## src/rtl/delay_mem_arb.sv

```systemverilog
// Two-requester arbiter in front of a single-port delay RAM. Each requester
// may be granted at most BUDGET times per sample frame; ties are round-robin.
module delay_mem_arb #(
   parameter int ADDR_W = 9,
   parameter int DATA_W = 16,
   parameter int BUDGET = 4
) (
   input  logic              clk,
   input  logic              rst_n,
   input  logic              VALID,
   input  logic              req0,
   input  logic              req1,
   input  logic              we0,
   input  logic              we1,
   input  logic [ADDR_W-1:0] addr0,
   input  logic [ADDR_W-1:0] addr1,
   input  logic [DATA_W-1:0] wdata0,
   input  logic [DATA_W-1:0] wdata1,
   output logic              gnt0,
   output logic              gnt1,
   output logic [DATA_W-1:0] rdata,
   output logic              rvalid0,
   output logic              rvalid1,
   output logic              overrun0,
   output logic              overrun1,
   input  logic              clr_overrun,
   output logic              mem_en,
   output logic              mem_we,
   output logic [ADDR_W-1:0] mem_addr,
   output logic [DATA_W-1:0] mem_wdata,
   input  logic [DATA_W-1:0] mem_rdata
);

   localparam logic [3:0] BUDGET_C = 4'(BUDGET);

   logic       valid_r;
   logic [3:0] cnt0_r;
   logic [3:0] cnt1_r;
   logic       last_gnt_r;
   logic       rvalid0_r;
   logic       rvalid1_r;
   logic       overrun0_r;
   logic       overrun1_r;

   logic       frame_start_s;
   logic       elig0_s;
   logic       elig1_s;
   logic       gnt0_s;
   logic       gnt1_s;

   // A frame start refreshes the budget, so the counter limit is bypassed on that cycle.
   always_comb begin
      frame_start_s = VALID & ~valid_r;
      elig0_s       = req0 & (frame_start_s | (cnt0_r < BUDGET_C));
      elig1_s       = req1 & (frame_start_s | (cnt1_r < BUDGET_C));
      gnt0_s        = 1'b0;
      gnt1_s        = 1'b0;
      if (rst_n) begin
         case ({elig1_s, elig0_s})
            2'b01:   gnt0_s = 1'b1;
            2'b10:   gnt1_s = 1'b1;
            2'b11: begin
               if (last_gnt_r) begin
                  gnt0_s = 1'b1;
               end else begin
                  gnt1_s = 1'b1;
               end
            end
            default: begin
               gnt0_s = 1'b0;
               gnt1_s = 1'b0;
            end
         endcase
      end else begin
         gnt0_s = 1'b0;
         gnt1_s = 1'b0;
      end
   end

   always_comb begin
      mem_en    = gnt0_s | gnt1_s;
      mem_we    = 1'b0;
      mem_addr  = addr0;
      mem_wdata = wdata0;
      if (gnt1_s) begin
         mem_we    = we1;
         mem_addr  = addr1;
         mem_wdata = wdata1;
      end else if (gnt0_s) begin
         mem_we    = we0;
         mem_addr  = addr0;
         mem_wdata = wdata0;
      end else begin
         mem_we    = 1'b0;
      end
   end

   always_ff @(posedge clk) begin
      if (!rst_n) begin
         valid_r    <= 1'b0;
         cnt0_r     <= 4'd0;
         cnt1_r     <= 4'd0;
         last_gnt_r <= 1'b1;
         rvalid0_r  <= 1'b0;
         rvalid1_r  <= 1'b0;
         overrun0_r <= 1'b0;
         overrun1_r <= 1'b0;
      end else begin
         valid_r   <= VALID;
         rvalid0_r <= gnt0_s & ~we0;
         rvalid1_r <= gnt1_s & ~we1;

         if (gnt1_s) begin
            last_gnt_r <= 1'b1;
         end else if (gnt0_s) begin
            last_gnt_r <= 1'b0;
         end else begin
            last_gnt_r <= last_gnt_r;
         end

         // Grants only happen below the budget, so the increment never passes BUDGET.
         if (frame_start_s) begin
            cnt0_r <= {3'd0, gnt0_s};
            cnt1_r <= {3'd0, gnt1_s};
         end else begin
            cnt0_r <= cnt0_r + {3'd0, gnt0_s};
            cnt1_r <= cnt1_r + {3'd0, gnt1_s};
         end

         if (frame_start_s & req0 & (cnt0_r == BUDGET_C)) begin
            overrun0_r <= 1'b1;
         end else if (clr_overrun) begin
            overrun0_r <= 1'b0;
         end else begin
            overrun0_r <= overrun0_r;
         end

         if (frame_start_s & req1 & (cnt1_r == BUDGET_C)) begin
            overrun1_r <= 1'b1;
         end else if (clr_overrun) begin
            overrun1_r <= 1'b0;
         end else begin
            overrun1_r <= overrun1_r;
         end
      end
   end

   assign gnt0     = gnt0_s;
   assign gnt1     = gnt1_s;
   assign rdata    = mem_rdata;
   assign rvalid0  = rvalid0_r;
   assign rvalid1  = rvalid1_r;
   assign overrun0 = overrun0_r;
   assign overrun1 = overrun1_r;

endmodule

```

## config.mk

```make
export PLATFORM = sky130hd
export DESIGN_NAME = delay_mem_arb
export DESIGN_NICKNAME = d
export VERILOG_FILES = /design/src/rtl/delay_mem_arb.sv
export SDC_FILE = /design/constraint.sdc
export NUM_CORES = 1
export LEC_CHECK = 0
export BUFFER_PORTS_ARGS = -buffer_cell sky130_fd_sc_hd__buf_2
export CAP_MARGIN = 20
export CORE_MARGIN = 10
export CORE_UTILIZATION = 35
export DETAILED_ROUTE_END_ITERATION = 8
export PLACE_DENSITY = 0.84
export RECOVER_POWER = 50
export SLEW_MARGIN = 20
export SYNTH_ARGS = -nofsm -noshare
export SYNTH_HDL_FRONTEND = slang
export SYNTH_SLANG_ARGS = --single-unit
```

## constraint.sdc

```tcl
create_clock -name clk -period 2.4 [get_ports clk]
set_input_delay 0.12 -clock clk [delete_from_list [all_inputs] [get_ports clk]]
set_output_delay 0.12 -clock clk [all_outputs]
set_load 0.05 [all_outputs]
```

==> flow_metrics.tcl, run 1 <==
set metrics [dict create \
    drt-pass1-iter-count 4 \
    yosysMostFrequentCell "mux2_4" \
    max_freq_ghz 0.453 \
    drive_above_1_share_pct 63.1 \
    cts.path.max_buffers 2 \
    grt_overflow 0 \
    r2r-end "cnt1_r[1]$_SDFF_PP0_" \
    synth-edff-count 0 \
    htree_levels 1 \
    drtIter0Drc 25 \
    rrSetupSlack_ns 0.51 \
    clock_sinks 14 \
    multi_input_area_um2 714 \
    grt_pass1_vias 1067 \
    drtAntennaViolNets 0 \
    clk_pin_slew_ns 0.08 \
    hold_path_startpoint "we1" \
    dp_hpwl_um 3490 \
    num-fill-cells 308 \
    io_buffer_count 90 \
    max_cap_viol_count 0 \
    reg2reg_depth 7 \
    vias_per_cell 4.71 \
    holdWs_ns 0.00867 \
    crit_chain "nand2b_1 -> o21ai_2 -> nand4_4 -> buf_12 -> mux2_4 -> buf_2" \
    cp_slowest_cell "dfxtp_1" \
    irDropWorstVdd_mv 0.195 \
    setup_violations 0 \
    ctsResizeCount 0 \
    synthCells 112 \
    async_reset_ff_share_pct 0 \
    worst_slew_pin_slew_ns 0.646 \
    synth.top_cell.area_share_pct 24.4 \
    clkLatencyLatePin_ns 0.27 \
    drt_wl_total_um 3890 \
    fp.dieH_um 77.3 \
    hold_path_end "rvalid1$_SDFF_PN0_" \
    dieArea_um2 5980 \
    maxSlewHeadroom_pct 57.1 \
    post_cts_buffers 0 \
    critical_path_class "flip-flop to output pin" \
    hold_depth 2 \
    status "completed" \
    cts_buffers 3 \
    synth_flop_cell "dfxtp_1" \
    antenna_found_initial 0 \
    min_period_ns 2.21 \
    wl_per_cell_um 16.8 \
    drv_slew 0 \
    grt_pass1_wl_um 5910 \
    gp_congestion 0.866 \
    core_area_um2 3100 \
    initial_core_util_pct 37.1 \
    root_buffer "clkbuf_4" \
    die_w_um 77.3 \
    crit_buf_inv 2 \
    grt_use_total_pct 12.1 \
    synth_common_cells "mux2_4 (18), buf_4 (16), dfxtp_1 (14), nor2_1 (8), mux2_2 (7)" \
    hold_buffers 0 \
    synth_fp_nets 190 \
    rsz0062_at_grt "false" \
    timing.rr.start "valid_r$_SDFF_PN0_" \
    ys_types 28 \
    pin_count 123 \
    netlist_area_um2 1150 \
    cts_tree "yes" \
    placed_cells 227 \
    hold_violations 0 \
    hp-class "primary input to flip-flop" \
    critical_path.top_delay_family "simple AND/OR/NAND/NOR gates" \
    finClkSkew_ns 0.00175 \
    syn_to_final_growth_pct 35.0 \
    yosys-top-cells-area "dfxtp_1 (24%), mux2_4 (24%), buf_4 (10%)" \
    drc_errors 0 \
    avgSynthCellArea_um2 10.3 \
    powerDensity_nw_per_um2 473 \
    path_max_fanout 15 \
    fin_crit_sh_pct 91.9 \
    nets 266 \
    p_leak_nw 0.830 \
    ff_latch_area_um2 280 \
    stdcell_count 231 \
    start_kind "flip-flop" \
    setup_tns_ns 0 \
    rows 20 \
    critPathArrivalTime_ns 2.09 \
    num_vias 1088 \
    synth_largest_area_cell "dfxtp_1" \
    finalPower_w 0.000734 \
    required_ns 2.28 \
    diodes 0 \
    cp_slowest_stage_delay_ns 0.34 \
    synth-seq-cells 14 \
    grt_max_degree 16 \
    ys.warnings.count 0 \
    ys_seq_area_share_pct 24.4 \
    setup.worst_path.end_class "output pin" \
]
==> worst reg2reg max path, stage by stage (launching register included) <==
cell and delay, ns:
dfxtp_1 0.38, nand2b_1 0.29, o21ai_2 0.13, nand4_4 0.24, inv_1 0.12, ha_1 0.21, ha_1 0.27, and3_1 0.16
==> cell families after synthesis <==
| logic type | synth area share (%) |
|---|---|
| multiplexers | 30.4 |
| adder cells (fa/ha/maj) | 4.35 |
| AND/OR/NAND/NOR | 15.9 |
| flip-flops | 24.4 |
| AO/OA/AOI/OAI | 8.49 |
| buffers and inverters | 13.5 |
| XOR/XNOR | 3.05 |
==> flip-flops by register name (all words and copies together) (netlist names) <==
signal / flops
rvalid1: 1
rvalid0: 1
overrun1: 1
cnt0_r: 4
valid_r: 1
last_gnt_r: 1
overrun0: 1
cnt1_r: 4
==> per-stage QoR <==
| step | util [%] | instance area, um^2 | setup slack [ns] |
|---|---|---|---|
| after floorplan | - | 1150 | 0.104 |
| after CTS | 50.3 | 1560 | 0.185 |
| final | 50.0 | 1550 | 0.194 |
| after global placement | 49.1 | 1520 | 0.534 |
| after detailed placement | 49.1 | 1520 | 0.496 |
| after global routing | 50.0 | 1550 | 0.0494 |
==> how the worst max path moves through the flow <==
| stage | from | endpoint | slack, ns | cells past startpoint |
|---|---|---|---|---|
| after floorplan | valid_r$_SDFF_PN0_ | cnt0_r[1]$_SDFF_PP0_ | 0.10 | 8 |
| after global placement | valid_r$_SDFF_PN0_ | mem_wdata[13] | 0.53 | 6 |
| after detailed placement | valid_r$_SDFF_PN0_ | mem_wdata[7] | 0.50 | 6 |
| after CTS | valid_r$_SDFF_PN0_ | mem_wdata[7] | 0.18 | 6 |
| after global routing | valid_r$_SDFF_PN0_ | mem_wdata[7] | 0.05 | 6 |
| final | valid_r$_SDFF_PN0_ | mem_wdata[7] | 0.19 | 6 |
==> placed cells by master, fill, tap and decap left out <==
cell type	n
nand2_1	4
buf_2	84
buf_12	1
nand3_1	4
o211ai_2	1
nand4_4	1
dfxtp_1	14
xor2_1	2
mux2_2	7
nor3_1	3
nor2_1	8
nand4b_1	2
clkbuf_4	3
nand4_1	1
o21ai_2	1
clkbuf_1	6
a21o_1	1
o2111ai_1	1
and3_1	2
mux2_4	18
xnor2_1	2
nand2b_1	4
ha_1	4
o21ai_0	3
inv_1	1
a21boi_0	6
clkbuf_8	1
and2_1	1
nor2b_4	1
==> power breakdown <==
part | switching (W) | internal (W) | total, W
registers | 0.00000465 | 0.000239 | 0.000244
clock network | 0.0000724 | 0.0000923 | 0.000165
logic | 0.000208 | 0.000118 | 0.000326
==> routing by layer <==
layer / vias to the layer above / share of wire [%] / GRT usage [%]
li1: 533 / - / -
met1: 489 / 37 / 12.3
met2: 56 / 51 / 22.2
met3: 10 / 11 / 5.71
met4: 0 / 1.2 / 2.37
met5: - / 0 / 0
==> final cells by class <==
class,instances,share of cell area (%)
Multi-Input combinational cell,77,46.0
Timing Repair Buffer,91,29.8
Sequential cell,14,18.0
Tap cell,44,3.55
Clock buffer,4,2.34
Inverter,1,0.242
(Power assumes the default switching activity.)
==> inputs of run 2 (changes only) <==
Settings changed: CELL_PAD_IN_SITES_DETAIL_PLACEMENT from default to 1, CELL_PAD_IN_SITES_GLOBAL_PLACEMENT from default to 1, CORE_UTILIZATION 35 to 23.
==> flow_metrics.tcl, run 2 (synthesis gave the netlist of run 1 again) <==
set metrics [dict create \
    status "completed" \
    p_comb_share_pct 40.6 \
    clkLatencyLatePin_ns 0.25 \
    crit_buf_inv 2 \
    switchingPower_w 0.000307 \
    vias_per_cell 4.28 \
    rows 25 \
    rrSetupSlack_ns 0.48 \
    cts_tree "yes" \
    diodes 0 \
    io_buffer_count 90 \
    drt_wl_total_um 4220 \
    crit_chain "nand2b_2 -> o21ai_2 -> nand4_4 -> buf_12 -> mux2_4 -> buf_2" \
    hp-class "primary input to flip-flop" \
    hold_path_startpoint "we0" \
    hold_depth 2 \
    antenna_found_initial 0 \
    p_leak_nw 0.838 \
    path_max_fanout 17 \
    grt_pass1_wl_um 6330 \
    maxSlewHeadroom_pct 58.0 \
    core_area_um2 4790 \
    timing.rr.start "cnt1_r[2]$_SDFF_PP0_" \
    final_common_cell "buf_2" \
    rsz0062_at_grt "false" \
    drt-pass1-iter-count 3 \
    met3_usage_pct 2.83 \
    critical_path_class "flip-flop to output pin" \
    cts.path.max_buffers 2 \
    dp_hpwl_um 3660 \
    initial_core_util_pct 24.0 \
    drive_above_1_share_pct 63.6 \
    switching_share_pct 37.9 \
    hold_path_end "rvalid0$_SDFF_PN0_" \
    num-fill-cells 594 \
    fp.dieH_um 90.7 \
    grtUsageMet1_pct 9.21 \
    powerDensity_nw_per_um2 505 \
    drc_errors 0 \
    grt_max_degree 18 \
    worst_slew_pin_slew_ns 0.633 \
    die_w_um 90.7 \
    r2r-end "cnt0_r[1]$_SDFF_PP0_" \
    fin_ws_ns 0.216 \
    pwr-share-seq_pct 30.2 \
    drtIter0Drc 21 \
    critical_path.top_delay_family "simple AND/OR/NAND/NOR gates" \
    use_met2_pct 17.7 \
    dieArea_um2 8230 \
    drv_slew 0 \
    reg2reg_depth 7 \
    p_int_w 0.000503 \
    fin_crit_sh_pct 91.0 \
    clkPwrFrac_pct 29.2 \
    cp_slowest_cell "dfxtp_1" \
    htree_levels 1 \
    setup_violations 0 \
    min_period_ns 2.18 \
    layout_common_cells "buf_2 (84), mux2_4 (18), dfxtp_1 (14), nor2_1 (8), mux2_2 (7)" \
    grt_busiest_layer "met2" \
    max_cap_viol_count 0 \
    cp_slowest_stage_delay_ns 0.33 \
    wl_per_cell_um 16.6 \
    finClkSkew_ns 0.00140 \
    grt_overflow 0 \
    hold_violations 0 \
    ff_latch_area_um2 280 \
    irDropWorstVdd_mv 0.169 \
    setup_tns_ns 0 \
    multi_input_area_um2 717 \
    max_freq_ghz 0.458 \
    start_kind "flip-flop" \
    root_buffer "clkbuf_8" \
    cts_buffers 3 \
    setup.worst_path.end_class "output pin" \
    clk_pin_slew_ns 0.06 \
    num_vias 1088 \
    syn_to_final_growth_pct 39.4 \
    clock_sinks 14 \
    pin_count 123 \
    grt_use_total_pct 9.62 \
    crit_cells 6 \
    gp_congestion 0.788 \
    pre_cts_ws_ns 0.374 \
    required_ns 2.28 \
    drtAntennaViolNets 0 \
    top_regs "cnt0_r (4), cnt1_r (4)" \
    grt_pass1_vias 1207 \
    critPathArrivalTime_ns 2.06 \
    nets 266 \
]
==> run 2: changes by cell type in the layout (fill, tap and decap cells not counted) <==
cell / before / now
clkbuf_4: 3 / 0
clkbuf_8: 1 / 4
nand2b_1: 4 / 3
nand2b_2: 0 / 1
==> run 2: power groups by stage <==
| stage | sequential [W] | clock (W) | combinational (W) |
|---|---|---|---|
| floorplan | 0.000253 | 0 | 0.000303 |
| global placement | 0.000249 | 0 | 0.000328 |
| detailed placement | 0.000249 | 0 | 0.000334 |
| CTS | 0.000244 | 0.000247 | 0.000334 |
| global route | 0.000245 | 0.000254 | 0.000349 |
| finish | 0.000244 | 0.000237 | 0.000329 |
==> run 2: what timing repair did <==
item,4_1_cts,5_1_grt
setup endpoints to repair,0,4
buffers inserted,0,0
gates resized for setup,0,1
hold buffers,0,0
==> run 2: how the worst max path moves through the flow <==
stage                                 to  slack, ns            startpoint
detailed placement         mem_wdata[15]       0.37    valid_r$_SDFF_PN0_
finish                       mem_addr[4]       0.22    valid_r$_SDFF_PN0_
global route                 mem_addr[3]       0.07  cnt0_r[2]$_SDFF_PP0_
CTS                        mem_wdata[15]       0.09    valid_r$_SDFF_PN0_
global placement           mem_wdata[15]       0.42    valid_r$_SDFF_PN0_
floorplan           cnt0_r[1]$_SDFF_PP0_       0.10    valid_r$_SDFF_PN0_
==> run 2: layer usage <==
metal / part of all wire [%] / routed length [um]
met2: 54 / 2270
met5: 0 / 0
met3: 8.5 / 360
met4: 2.9 / 121
met1: 35 / 1460
==> run 2: area by class of cell <==
cell class	instances	area share (%)
clock buffers	4	3.43
flip-flops and latches	14	17.5
multi-input cells	77	44.7
repair buffers	91	28.9
inverters	1	0.234
well taps	67	5.23
==> run 2: per-stage QoR <==
step / hold slack, ns / area (um^2) / util, % / power (W) / cells
2_1_floorplan: 0.192 / 1150 / - / 0.000555 / 112
3_3_place_gp: 0.240 / 1550 / 32.4 / 0.000577 / 250
3_5_place_dp: 0.240 / 1550 / 32.4 / 0.000583 / 250
4_1_cts: 0.0595 / 1610 / 33.6 / 0.000825 / 254
5_1_grt: 0.0726 / 1600 / 33.5 / 0.000848 / 254
6_report: 0.0675 / 1600 / 33.5 / 0.000810 / 254
==> inputs of run 3 (changes only) <==
Settings changed: BUFFER_PORTS_ARGS -buffer_cell sky130_fd_sc_hd__buf_2 to -buffer_cell sky130_fd_sc_hd__clkbuf_2.
==> flow_metrics.tcl, run 3 (synthesis gave the netlist of run 1 again) <==
set metrics [dict create \
    status "completed" \
    clk_pin_slew_ns 0.06 \
    fin_crit_sh_pct 90.5 \
    io_buffer_count 90 \
    drc_errors 0 \
    cp_slowest_stage_delay_ns 0.36 \
    drv_slew 0 \
    hp-class "primary input to flip-flop" \
    crit_buf_inv 2 \
    root_buffer "clkbuf_8" \
    grt_overflow 0 \
    cp_slowest_cell "dfxtp_1" \
    max_freq_ghz 0.461 \
    fin_util_pct 33.4 \
    min_period_ns 2.17 \
    critical_path.top_delay_family "simple AND/OR/NAND/NOR gates" \
    cts_tree "yes" \
    setup_violations 0 \
    grt_max_degree 21 \
    nets 266 \
    maxSlewHeadroom_pct 58.1 \
    start_kind "flip-flop" \
    num-fill-cells 584 \
    required_ns 2.28 \
    crit_chain "nand2b_1 -> o21ai_2 -> nand4_4 -> buf_12 -> mux2_2 -> clkbuf_2" \
    drive_above_1_share_pct 62.6 \
    antenna_found_initial 0 \
    max_cap_viol_count 0 \
    post_cts_buffers 0 \
    hold_buffers 0 \
    critPathArrivalTime_ns 2.05 \
    pin_count 123 \
    finClkSkew_ns 0.00199 \
    met3_usage_pct 3.82 \
    grt_pass1_vias 1259 \
    grt_use_total_pct 9.80 \
    cts_buffers 3 \
    setup_tns_ns 0 \
    p_leak_nw 0.851 \
    switching_share_pct 38.1 \
    hold_violations 0 \
    grtUsageMet1_pct 8.97 \
    grt_busiest_layer "met2" \
    drt-pass1-iter-count 3 \
    critical_path_class "flip-flop to output pin" \
    multi_input_area_um2 714 \
    core_area_um2 4790 \
    rows 25 \
    diodes 0 \
    powerDensity_nw_per_um2 507 \
    dieArea_um2 8230 \
    gp_congestion 0.753 \
    clkPwrFrac_pct 29.4 \
    ff_latch_area_um2 280 \
    syn_to_final_growth_pct 39.1 \
    layout_common_cells "clkbuf_2 (83), mux2_4 (18), dfxtp_1 (14), nor2_1 (8)" \
    initial_core_util_pct 24.0 \
    worst_slew_pin_slew_ns 0.631 \
    drtAntennaViolNets 0 \
    path_max_fanout 20 \
    top_regs "cnt0_r (4), cnt1_r (4)" \
    pwr-share-seq_pct 30.1 \
    wl_per_cell_um 16.4 \
    use_met2_pct 18.6 \
    clock_sinks 14 \
    num_vias 1051 \
    fp.dieH_um 90.7 \
    vias_per_cell 4.14 \
    clkLatencyLatePin_ns 0.25 \
    dp_hpwl_um 3690 \
    drt_wl_total_um 4170 \
    drtIter0Drc 34 \
    p_comb_share_pct 40.4 \
    rsz0062_at_grt "false" \
    setup.worst_path.end_class "output pin" \
    final_common_cell "clkbuf_2" \
    p_int_w 0.000502 \
    htree_levels 1 \
    ctsResizeCount 0 \
    grt_pass1_wl_um 6540 \
    die_w_um 90.7 \
    irDropWorstVdd_mv 0.150 \
    cts.path.max_buffers 2 \
    switchingPower_w 0.000308 \
]
-- run 3: cell count changes in the layout (fill, tap and decap cells not counted) --
| cell | before | now |
|---|---|---|
| clkbuf_1 | 6 | 7 |
| nand2b_2 | 1 | 0 |
| clkbuf_2 | 0 | 83 |
| buf_2 | 84 | 0 |
| nand2b_1 | 3 | 4 |
-- run 3: metal layers --
metal	vias to the layer above	routed length, um
met2	37	2280
li1	530	-
met1	478	1430
met5	-	0
met3	6	403
met4	0	56
-- run 3: worst paths after layout --
path                                               to             startpoint  cells past startpoint  slack [ns]
worst max register to register   cnt0_r[1]$_SDFF_PP0_   cnt1_r[2]$_SDFF_PP0_                      7        0.47
worst max-delay path                     mem_wdata[4]     valid_r$_SDFF_PN0_                      6        0.23
worst min-delay path               rvalid1$_SDFF_PN0_                    we1                      2        0.05
worst min register to register  overrun0$_SDFFE_PN0P_  overrun0$_SDFFE_PN0P_                      2        0.48
-- run 3: power groups by stage --
stage	logic, W	clock network [W]	registers [W]
after detailed placement	0.000332	0	0.000249
after CTS	0.000334	0.000240	0.000244
after global placement	0.000327	0	0.000249
final	0.000327	0.000238	0.000244
after global routing	0.000349	0.000251	0.000245
after floorplan	0.000303	0	0.000253
-- run 3: worst reg2reg max path: cells and delay by family (launching register included) --
family | cells | cell delay [ns]
and+or+nand+nor | 3 | 0.48
DFF | 1 | 0.45
AOI/OAI and AO/OA | 2 | 0.46
adders and majority gates | 2 | 0.44
-- run 3: stage by stage --
step,setup slack [ns],instances,hold slack (ns),power (W),area [um^2]
after CTS,0.202,254,0.0437,0.000818,1610
after global placement,0.522,250,0.240,0.000576,1550
after detailed placement,0.471,250,0.240,0.000582,1550
after floorplan,0.104,112,0.192,0.000555,1150
final,0.229,254,0.0451,0.000810,1600
after global routing,0.105,254,0.0579,0.000846,1600
-- run 3: layout make-up --
type	count	share of cell area, %
timing repair buffer	91	28.9
tap	67	5.24
clock buffer	4	3.44
sequential	14	17.5
multi-input combinational	77	44.7
inverter	1	0.235
